==> config.mk <==
export PLATFORM = sky130hd
export DESIGN_NAME = p18_sprite_engine_flat
export DESIGN_NICKNAME = d
export VERILOG_FILES = /design/src/rtl/p18_vga_pkg.sv /design/src/rtl/p18_sprite_engine_if.sv /design/src/rtl/p18_sprite_rom.sv /design/src/rtl/p18_sprite_engine.sv /design/src/flat_wrapper.sv
export SDC_FILE = /design/constraint.sdc
export NUM_CORES = 1
export LEC_CHECK = 0
export CAP_MARGIN = 25
export CORE_UTILIZATION = 30
export DETAILED_ROUTE_END_ITERATION = 8
export GPL_TIMING_DRIVEN = 0
export PLACE_DENSITY = 0.54
export SLEW_MARGIN = 15
export SYNTH_ARGS = -nofsm -noshare
export SYNTH_HDL_FRONTEND = slang
export SYNTH_SLANG_ARGS = --single-unit
==> constraint.sdc <==
create_clock -name clk -period 4.5 [get_ports clk]
set_input_delay 0.675 -clock clk [delete_from_list [all_inputs] [get_ports clk]]
set_output_delay 0.675 -clock clk [all_outputs]
set_load 0.01 [all_outputs]
==> src/rtl/p18_vga_pkg.sv <==
// Shared VGA constants for the pixel stage: field size, sprite size,
// RGB bit layout and the fixed sprite palette.
package p18_vga_pkg;

  localparam int unsigned HRES_DEF = 640;
  localparam int unsigned VRES_DEF = 480;
  localparam int unsigned SPR_SIZE = 16;

  localparam int unsigned RGB_W = 6;
  localparam int unsigned R_LSB = 4;
  localparam int unsigned G_LSB = 2;
  localparam int unsigned B_LSB = 0;

  typedef logic [RGB_W-1:0] rgb_t;

  typedef enum logic {
    DIR_POS = 1'b0,  // right / down
    DIR_NEG = 1'b1   // left / up
  } dir_e;

  function automatic rgb_t pack_rgb(input logic [1:0] r, input logic [1:0] g,
                                    input logic [1:0] b);
    rgb_t c;
    c = '0;
    c[R_LSB +: 2] = r;
    c[G_LSB +: 2] = g;
    c[B_LSB +: 2] = b;
    return c;
  endfunction

  // None of these equals the default background 6'b000001.
  function automatic rgb_t palette(input logic [2:0] idx);
    rgb_t c;
    unique case (idx)
      3'd0:    c = pack_rgb(2'd3, 2'd0, 2'd0);
      3'd1:    c = pack_rgb(2'd0, 2'd3, 2'd0);
      3'd2:    c = pack_rgb(2'd0, 2'd0, 2'd3);
      3'd3:    c = pack_rgb(2'd3, 2'd3, 2'd3);
      3'd4:    c = pack_rgb(2'd3, 2'd3, 2'd0);
      3'd5:    c = pack_rgb(2'd3, 2'd0, 2'd3);
      3'd6:    c = pack_rgb(2'd0, 2'd3, 2'd3);
      default: c = pack_rgb(2'd2, 2'd2, 2'd2);
    endcase
    return c;
  endfunction

endpackage

==> src/rtl/p18_sprite_engine_if.sv <==
// Timing-stage inputs and VGA pin outputs of the sprite engine.
interface p18_sprite_engine_if;
  import p18_vga_pkg::*;

  logic       hsync_in;
  logic       vsync_in;
  logic [9:0] hpos;
  logic [8:0] vpos;
  logic       active;
  logic       frame_pulse;
  logic       pause;
  rgb_t       rgb;
  logic       hsync;
  logic       vsync;
  logic       bounce_pulse;

  modport master (
    output hsync_in, vsync_in, hpos, vpos, active, frame_pulse, pause,
    input  rgb, hsync, vsync, bounce_pulse
  );

  modport slave (
    input  hsync_in, vsync_in, hpos, vpos, active, frame_pulse, pause,
    output rgb, hsync, vsync, bounce_pulse
  );
endinterface

==> src/rtl/p18_sprite_rom.sv <==
// 16x16 monochrome sprite art: 1-pixel border plus a filled 8x8 centre.
module p18_sprite_rom (
  input  logic [3:0] row,
  input  logic [3:0] col,
  output logic       pix
);
  logic border;
  logic centre;

  always_comb begin
    border = (row == 4'd0) || (row == 4'd15) || (col == 4'd0) || (col == 4'd15);
    centre = (row >= 4'd4) && (row <= 4'd11) && (col >= 4'd4) && (col <= 4'd11);
    pix    = border || centre;
  end
endmodule

==> src/rtl/p18_sprite_engine.sv <==
// Bouncing 16x16 sprite overlay on the VGA raster with a 2-cycle pixel
// pipeline; syncs travel through the same pipeline so they stay aligned.
module p18_sprite_engine
  import p18_vga_pkg::*;
#(
  parameter int unsigned HRES   = HRES_DEF,
  parameter int unsigned VRES   = VRES_DEF,
  parameter int unsigned SPEED  = 2,
  parameter int unsigned INIT_X = 100,
  parameter int unsigned INIT_Y = 50,
  parameter rgb_t        BG_RGB = 6'b000001
) (
  input  logic                clk,
  input  logic                nRst,
  p18_sprite_engine_if.slave  vif
);

  localparam logic [9:0] X_MAX  = 10'(HRES - SPR_SIZE);
  localparam logic [8:0] Y_MAX  = 9'(VRES - SPR_SIZE);
  localparam logic [9:0] SPD_X  = 10'(SPEED);
  localparam logic [8:0] SPD_Y  = 9'(SPEED);
  localparam logic [9:0] X_INIT = 10'(INIT_X);
  localparam logic [8:0] Y_INIT = 9'(INIT_Y);

  logic [9:0] spr_x_q, spr_x_d;
  logic [8:0] spr_y_q, spr_y_d;
  dir_e       dir_x_q, dir_x_d;
  dir_e       dir_y_q, dir_y_d;
  logic [2:0] col_idx_q, col_idx_d;
  logic       bounce_q, bounce_d;

  logic       hit1_q, hit1_d;
  logic [3:0] dx1_q, dx1_d;
  logic [3:0] dy1_q, dy1_d;
  logic       act1_q, act1_d;
  logic       hs1_q, hs1_d;
  logic       vs1_q, vs1_d;

  rgb_t       rgb_q, rgb_d;
  logic       hs_q, hs_d;
  logic       vs_q, vs_d;

  logic [10:0] x_sum;
  logic [9:0]  y_sum;
  logic [9:0]  dx;
  logic [8:0]  dy;
  logic        bounce_x;
  logic        bounce_y;
  logic        pix;

  p18_sprite_rom u_rom (
    .row (dy1_q),
    .col (dx1_q),
    .pix (pix)
  );

  always_comb begin
    spr_x_d   = spr_x_q;
    spr_y_d   = spr_y_q;
    dir_x_d   = dir_x_q;
    dir_y_d   = dir_y_q;
    bounce_x  = 1'b0;
    bounce_y  = 1'b0;
    x_sum     = {1'b0, spr_x_q} + {1'b0, SPD_X};
    y_sum     = {1'b0, spr_y_q} + {1'b0, SPD_Y};

    if (vif.frame_pulse && !vif.pause) begin
      if (dir_x_q == DIR_POS) begin
        if (x_sum >= {1'b0, X_MAX}) begin
          spr_x_d  = X_MAX;
          dir_x_d  = DIR_NEG;
          bounce_x = 1'b1;
        end else begin
          spr_x_d = x_sum[9:0];
        end
      end else if (spr_x_q <= SPD_X) begin
        spr_x_d  = '0;
        dir_x_d  = DIR_POS;
        bounce_x = 1'b1;
      end else begin
        spr_x_d = spr_x_q - SPD_X;
      end

      if (dir_y_q == DIR_POS) begin
        if (y_sum >= {1'b0, Y_MAX}) begin
          spr_y_d  = Y_MAX;
          dir_y_d  = DIR_NEG;
          bounce_y = 1'b1;
        end else begin
          spr_y_d = y_sum[8:0];
        end
      end else if (spr_y_q <= SPD_Y) begin
        spr_y_d  = '0;
        dir_y_d  = DIR_POS;
        bounce_y = 1'b1;
      end else begin
        spr_y_d = spr_y_q - SPD_Y;
      end
    end

    // A corner hit bounces both axes but advances the colour only once.
    bounce_d  = bounce_x || bounce_y;
    col_idx_d = col_idx_q + {2'b00, bounce_d};

    // Pixels left of / above the sprite wrap to large offsets and miss.
    dx     = vif.hpos - spr_x_q;
    dy     = vif.vpos - spr_y_q;
    hit1_d = (dx[9:4] == '0) && (dy[8:4] == '0);
    dx1_d  = dx[3:0];
    dy1_d  = dy[3:0];
    act1_d = vif.active;
    hs1_d  = vif.hsync_in;
    vs1_d  = vif.vsync_in;

    if (!act1_q) begin
      rgb_d = '0;
    end else if (hit1_q && pix) begin
      rgb_d = palette(col_idx_q);
    end else begin
      rgb_d = BG_RGB;
    end
    hs_d = hs1_q;
    vs_d = vs1_q;
  end

  always_ff @(posedge clk or negedge nRst) begin
    if (!nRst) begin
      spr_x_q   <= X_INIT;
      spr_y_q   <= Y_INIT;
      dir_x_q   <= DIR_POS;
      dir_y_q   <= DIR_POS;
      col_idx_q <= '0;
      bounce_q  <= 1'b0;
      hit1_q    <= 1'b0;
      dx1_q     <= '0;
      dy1_q     <= '0;
      act1_q    <= 1'b0;
      hs1_q     <= 1'b1;
      vs1_q     <= 1'b1;
      rgb_q     <= '0;
      hs_q      <= 1'b1;
      vs_q      <= 1'b1;
    end else begin
      spr_x_q   <= spr_x_d;
      spr_y_q   <= spr_y_d;
      dir_x_q   <= dir_x_d;
      dir_y_q   <= dir_y_d;
      col_idx_q <= col_idx_d;
      bounce_q  <= bounce_d;
      hit1_q    <= hit1_d;
      dx1_q     <= dx1_d;
      dy1_q     <= dy1_d;
      act1_q    <= act1_d;
      hs1_q     <= hs1_d;
      vs1_q     <= vs1_d;
      rgb_q     <= rgb_d;
      hs_q      <= hs_d;
      vs_q      <= vs_d;
    end
  end

  assign vif.rgb          = rgb_q;
  assign vif.hsync        = hs_q;
  assign vif.vsync        = vs_q;
  assign vif.bounce_pulse = bounce_q;

endmodule

==> src/flat_wrapper.sv <==
// flat-port wrapper written by rule: the top's interface ports become plain ports
module p18_sprite_engine_flat import p18_vga_pkg::*;
#(
  parameter int unsigned HRES   = HRES_DEF,
  parameter int unsigned VRES   = VRES_DEF,
  parameter int unsigned SPEED  = 2,
  parameter int unsigned INIT_X = 100,
  parameter int unsigned INIT_Y = 50,
  parameter rgb_t        BG_RGB = 6'b000001
)
  (clk, nRst, vif_hsync_in, vif_vsync_in, vif_hpos, vif_vpos, vif_active, vif_frame_pulse, vif_pause, vif_rgb, vif_hsync, vif_vsync, vif_bounce_pulse);
  p18_sprite_engine_if vif_i ();
  input  logic clk;
  input  logic nRst;
  input wire logic [$bits(vif_i.hsync_in)-1:0] vif_hsync_in;
  input wire logic [$bits(vif_i.vsync_in)-1:0] vif_vsync_in;
  input wire logic [$bits(vif_i.hpos)-1:0] vif_hpos;
  input wire logic [$bits(vif_i.vpos)-1:0] vif_vpos;
  input wire logic [$bits(vif_i.active)-1:0] vif_active;
  input wire logic [$bits(vif_i.frame_pulse)-1:0] vif_frame_pulse;
  input wire logic [$bits(vif_i.pause)-1:0] vif_pause;
  output wire logic [$bits(vif_i.rgb)-1:0] vif_rgb;
  output wire logic [$bits(vif_i.hsync)-1:0] vif_hsync;
  output wire logic [$bits(vif_i.vsync)-1:0] vif_vsync;
  output wire logic [$bits(vif_i.bounce_pulse)-1:0] vif_bounce_pulse;
  assign vif_i.hsync_in = vif_hsync_in;
  assign vif_i.vsync_in = vif_vsync_in;
  assign vif_i.hpos = vif_hpos;
  assign vif_i.vpos = vif_vpos;
  assign vif_i.active = vif_active;
  assign vif_i.frame_pulse = vif_frame_pulse;
  assign vif_i.pause = vif_pause;
  assign vif_rgb = vif_i.rgb;
  assign vif_hsync = vif_i.hsync;
  assign vif_vsync = vif_i.vsync;
  assign vif_bounce_pulse = vif_i.bounce_pulse;
  p18_sprite_engine #(.HRES(HRES), .VRES(VRES), .SPEED(SPEED), .INIT_X(INIT_X), .INIT_Y(INIT_Y), .BG_RGB(BG_RGB)) u_core (.clk(clk), .nRst(nRst), .vif(vif_i));
endmodule
==> metrics.csv <==
metric;value;unit
outcome;complete, no violations;
clock buffers created by TritonCTS;5;
Post-synth ARST share;100.0;%
number of filler instances in the final layout;1151;
crit path cell chain;ha_1 > and4_1 > and3_1 > mux2_1 > o21ai_2 > nand2_1 > a32o_1 > ha_1 > ha_1 > xor2_1;
CTS root buffer;clkbuf_8;
power per unit of standard cell area;553.5;mW/mm2
Placed Area;0.003908;mm2
fin area;0.004040;mm2
total wire length after detailed routing;8.641;mm
Final Worst Setup Slack;1.431;ns
Post-Synth Simple-Gate Area;22.65;%
fin crit share;68.20;%
number of buffers and inverters on the critical path;0;
via-per-instance ratio;5.330;
Row Count;38;
portion of the post-synthesis area used by sequential elements;32.31;%
Power Total;0.002236;W
startpoint kind of the worst setup timing path;register;
number of top-level design ports;35;
# resized after CTS;0;
deepest level of the CTS H-tree;2;
global route overflow;0;
drt drc;0;
CP endpoint kind;register;
clock-pin slew on the worst setup and hold paths;0.09;ns
die footprint;0.01166;mm2
largest fanout on the critical path;7;
xor and xnor fraction of the mapped netlist area;4.679;%
peak per-stage delay on the critical path;0.55;ns
Synthesized Nets;440;
maximum number of pins on one net before global-route repair;25;
setup repair after global routing missed its margin;false;
clock tree from TritonCTS;done;
signal arrival time at the worst endpoint;3.26;ns
via count;3038;
global-route usage over all layers;15.63;%
worst hold slack across all endpoints;0.3455;ns
layout cell share with drive strength beyond 1;11.63;%
Avg Synthesized Cell Area;8.707;um2
post-layout min period;3.069;ns
fraction of the mapped netlist area in compound gates;22.39;%
HPWL Detailed;6.672;mm
number of distinct library cell variants in the gate-level netlist after synthesis;73;
diodes inserted;0;
required time of the critical path;4.69;ns
setup_tns;0;ns
leakage component of the power;1.672;nW
final weighted congestion of routability-driven global placement;0.8186;
number of port buffers;34;
number of synthesized flops with an enable pin;0;
initial antenna violation count;0;
area of the core region;0.01089;mm2
MaxCap Viol Count;0;
yosys synthesis warning count;0;
number of nets still failing antenna checks after routing;0;
# setup viols final;0;
maximum buffer depth of the clock tree;2;
count of pins over their slew limit;0;
VDD IR-drop max;0.1782;mV
total area of multi-input combinational cells;0.002068;mm2
number of cells produced by synthesis;387;
Register Area;0.001089;mm2
FF-to-FF path depth;10;
portion of netlist area occupied by mux cells;0.9655;%
worst-path cell with the longest stage delay;dfstp_2;
main combinational cell family by area after synthesis;simple AND/OR/NAND/NOR gates;
global-route wire length before repair;14.25;mm
Worst Clk Skew;0.01348;ns
hold crit path type;in2async;
Post-Synth Adder-Cell Area;10.47;%
die span in x;108.0;um
CTS sink cnt;43;
insertion delay of the later-clocked pin in the worst-skew pair;0.32;ns
die extent in y;108.0;um
hold buffers post-CTS;0;
transition time of the tightest slew-check pin;0.6044;ns
post-CTS setup buffers;0;
crit-path leading delay family;simple AND/OR/NAND/NOR gates;
first-iteration detailed-routing DRC count;105;
routed wire length per instance;15.16;um
Top FF cell, synth;dfrtp_1;
worst relative slew slack;59.71;%
post-synthesis register bit count;43;
net count of the finished layout;482;
count of endpoints failing hold in the final timing report;0;
iteration count of the initial detailed-routing pass;4;
Crit Path Category;reg2reg;
most numerous cell on the critical path;ha_1;
via count of the first global-routing pass;2826;
minimum setup slack after placement;1.382;ns
initial standard-cell utilization of the core;30.95;%
top achievable clock speed;0.3258;GHz
cell area after technology mapping;0.003369;mm2
growth of design area from synthesis to finish;19.90;%
CP Depth;10;
-- final cells by class --
class | instances | share of cell area (%)
repair buffers | 35 | 8.981
flip-flops and latches | 43 | 26.94
inverters | 28 | 2.601
plain buffers | 19 | 2.663
clock buffers | 6 | 1.796
multi-input cells | 297 | 51.19
clock inverters | 2 | 1.487
well taps | 140 | 4.336
-- cell families (layout without fill, tap and decap cells) --
logic type	count (synthesis)	after routing
xor+xnor	18	18
buf+inv	47	90
fa+ha+maj	27	27
simple gates	145	145
flops	43	43
compound gates	102	102
other cells	2	2
mux	3	3
-- final timing paths --
| check | slack (ns) | end | startpoint |
|---|---|---|---|
| max | 1.43 | u_core.col_idx_q[2] | u_core.spr_x_q[2] |
| min | 0.35 | u_core.spr_y_q[2] | nRst |
| max reg2reg | 1.43 | u_core.col_idx_q[2] | u_core.spr_x_q[2] |
| min reg2reg | 0.36 | u_core.vif.hsync | u_core.hs1_q |
| max in group asynchronous | 3.56 | u_core.vif.hsync | nRst |
| min in group clk | 0.36 | u_core.vif.hsync | u_core.hs1_q |
-- worst reg2reg max path, cell delays in order (launching register included) --
cell,delay [ns]
dfstp_2,0.55
ha_1,0.29
and4_1,0.31
and3_1,0.18
mux2_1,0.37
o21ai_2,0.18
nand2_1,0.20
a32o_1,0.31
ha_1,0.21
ha_1,0.18
xor2_1,0.16
-- power by group --
| group | total [W] | internal, W | switching (W) |
|---|---|---|---|
| clock network | 0.000368 | 0.000222 | 0.000146 |
| logic | 0.00125 | 0.000519 | 0.000726 |
| registers | 0.000623 | 0.000514 | 0.000109 |
-- per-layer routing --
layer | GRT usage, % | vias to the layer above | wire length [um]
li1 | - | 1492 | -
met1 | 21.91 | 1466 | 4255
met2 | 24.70 | 72 | 3951
met3 | 2.712 | 8 | 356
met4 | 4.012 | 0 | 78
met5 | 0 | - | 0
-- Yosys cell counts, types with 4 or more instances --
cell type	number	area share, %
a211oi_1	4	0.89
a21oi_1	17	2.5
a22oi_1	4	0.89
a2bb2oi_1	5	1.3
a31oi_1	8	1.5
and3_1	5	0.93
buf_2	7	1.0
clkbuf_1	7	0.78
dfrtp_1	33	25
dfstp_2	10	7.8
ha_1	25	9.3
inv_1	26	2.9
nand2_1	31	3.5
nand2b_1	8	1.5
nand3_1	10	1.5
nand4_1	9	1.7
nor2_1	31	3.5
nor2b_1	4	0.74
nor3_1	14	2.1
nor3b_1	4	0.89
nor4_1	7	1.3
o21a_1	4	0.89
o21ai_0	20	3.0
or3_1	4	0.74
xnor2_1	11	2.9
xor2_1	7	1.8
-- cells in the final DEF, fill, tap and decap left out, types with 7 or more instances in the layout --
| master | synthesis | routed |
|---|---|---|
| dfstp_2 | 10 | 10 |
| xor2_1 | 7 | 7 |
| ha_1 | 25 | 25 |
| dfrtp_1 | 33 | 33 |
| nor2_1 | 31 | 31 |
| nand2_1 | 31 | 31 |
| clkbuf_1 | 7 | 8 |
| nand2b_1 | 8 | 8 |
| a21oi_1 | 17 | 17 |
| nand4_1 | 9 | 9 |
| nor4_1 | 7 | 7 |
| clkdlybuf4s50_1 | 0 | 33 |
| o21ai_0 | 20 | 20 |
| xnor2_1 | 11 | 11 |
| nor3_1 | 14 | 14 |
| a31oi_1 | 8 | 8 |
| nand3_1 | 10 | 10 |
| buf_2 | 7 | 8 |
| inv_1 | 26 | 26 |
-- per-stage QoR --
| step | instances | util (%) |
|---|---|---|
| 2_1_floorplan | 387 | - |
| 3_3_place_gp | 561 | 35.68 |
| 3_5_place_dp | 562 | 35.89 |
| 4_1_cts | 570 | 37.11 |
| 5_1_grt | 570 | 37.11 |
| 6_report | 570 | 37.11 |
-- flip-flops by register name, summed over array words and instances (netlist names) --
register                 cells
u_core.dx1_q                 4
u_core.vif.rgb               6
u_core.hit1_q                1
u_core.spr_x_q               9
u_core.dir_y_q               1
u_core.act1_q                1
u_core.dir_x_q               1
u_core.vif.hsync             1
u_core.hs1_q                 1
u_core.dy1_q                 4
u_core.col_idx_q             3
u_core.vif.bounce_pulse      1
u_core.spr_y_q               8
u_core.vif.vsync             1
u_core.vs1_q                 1
(Power assumes the default switching activity.)
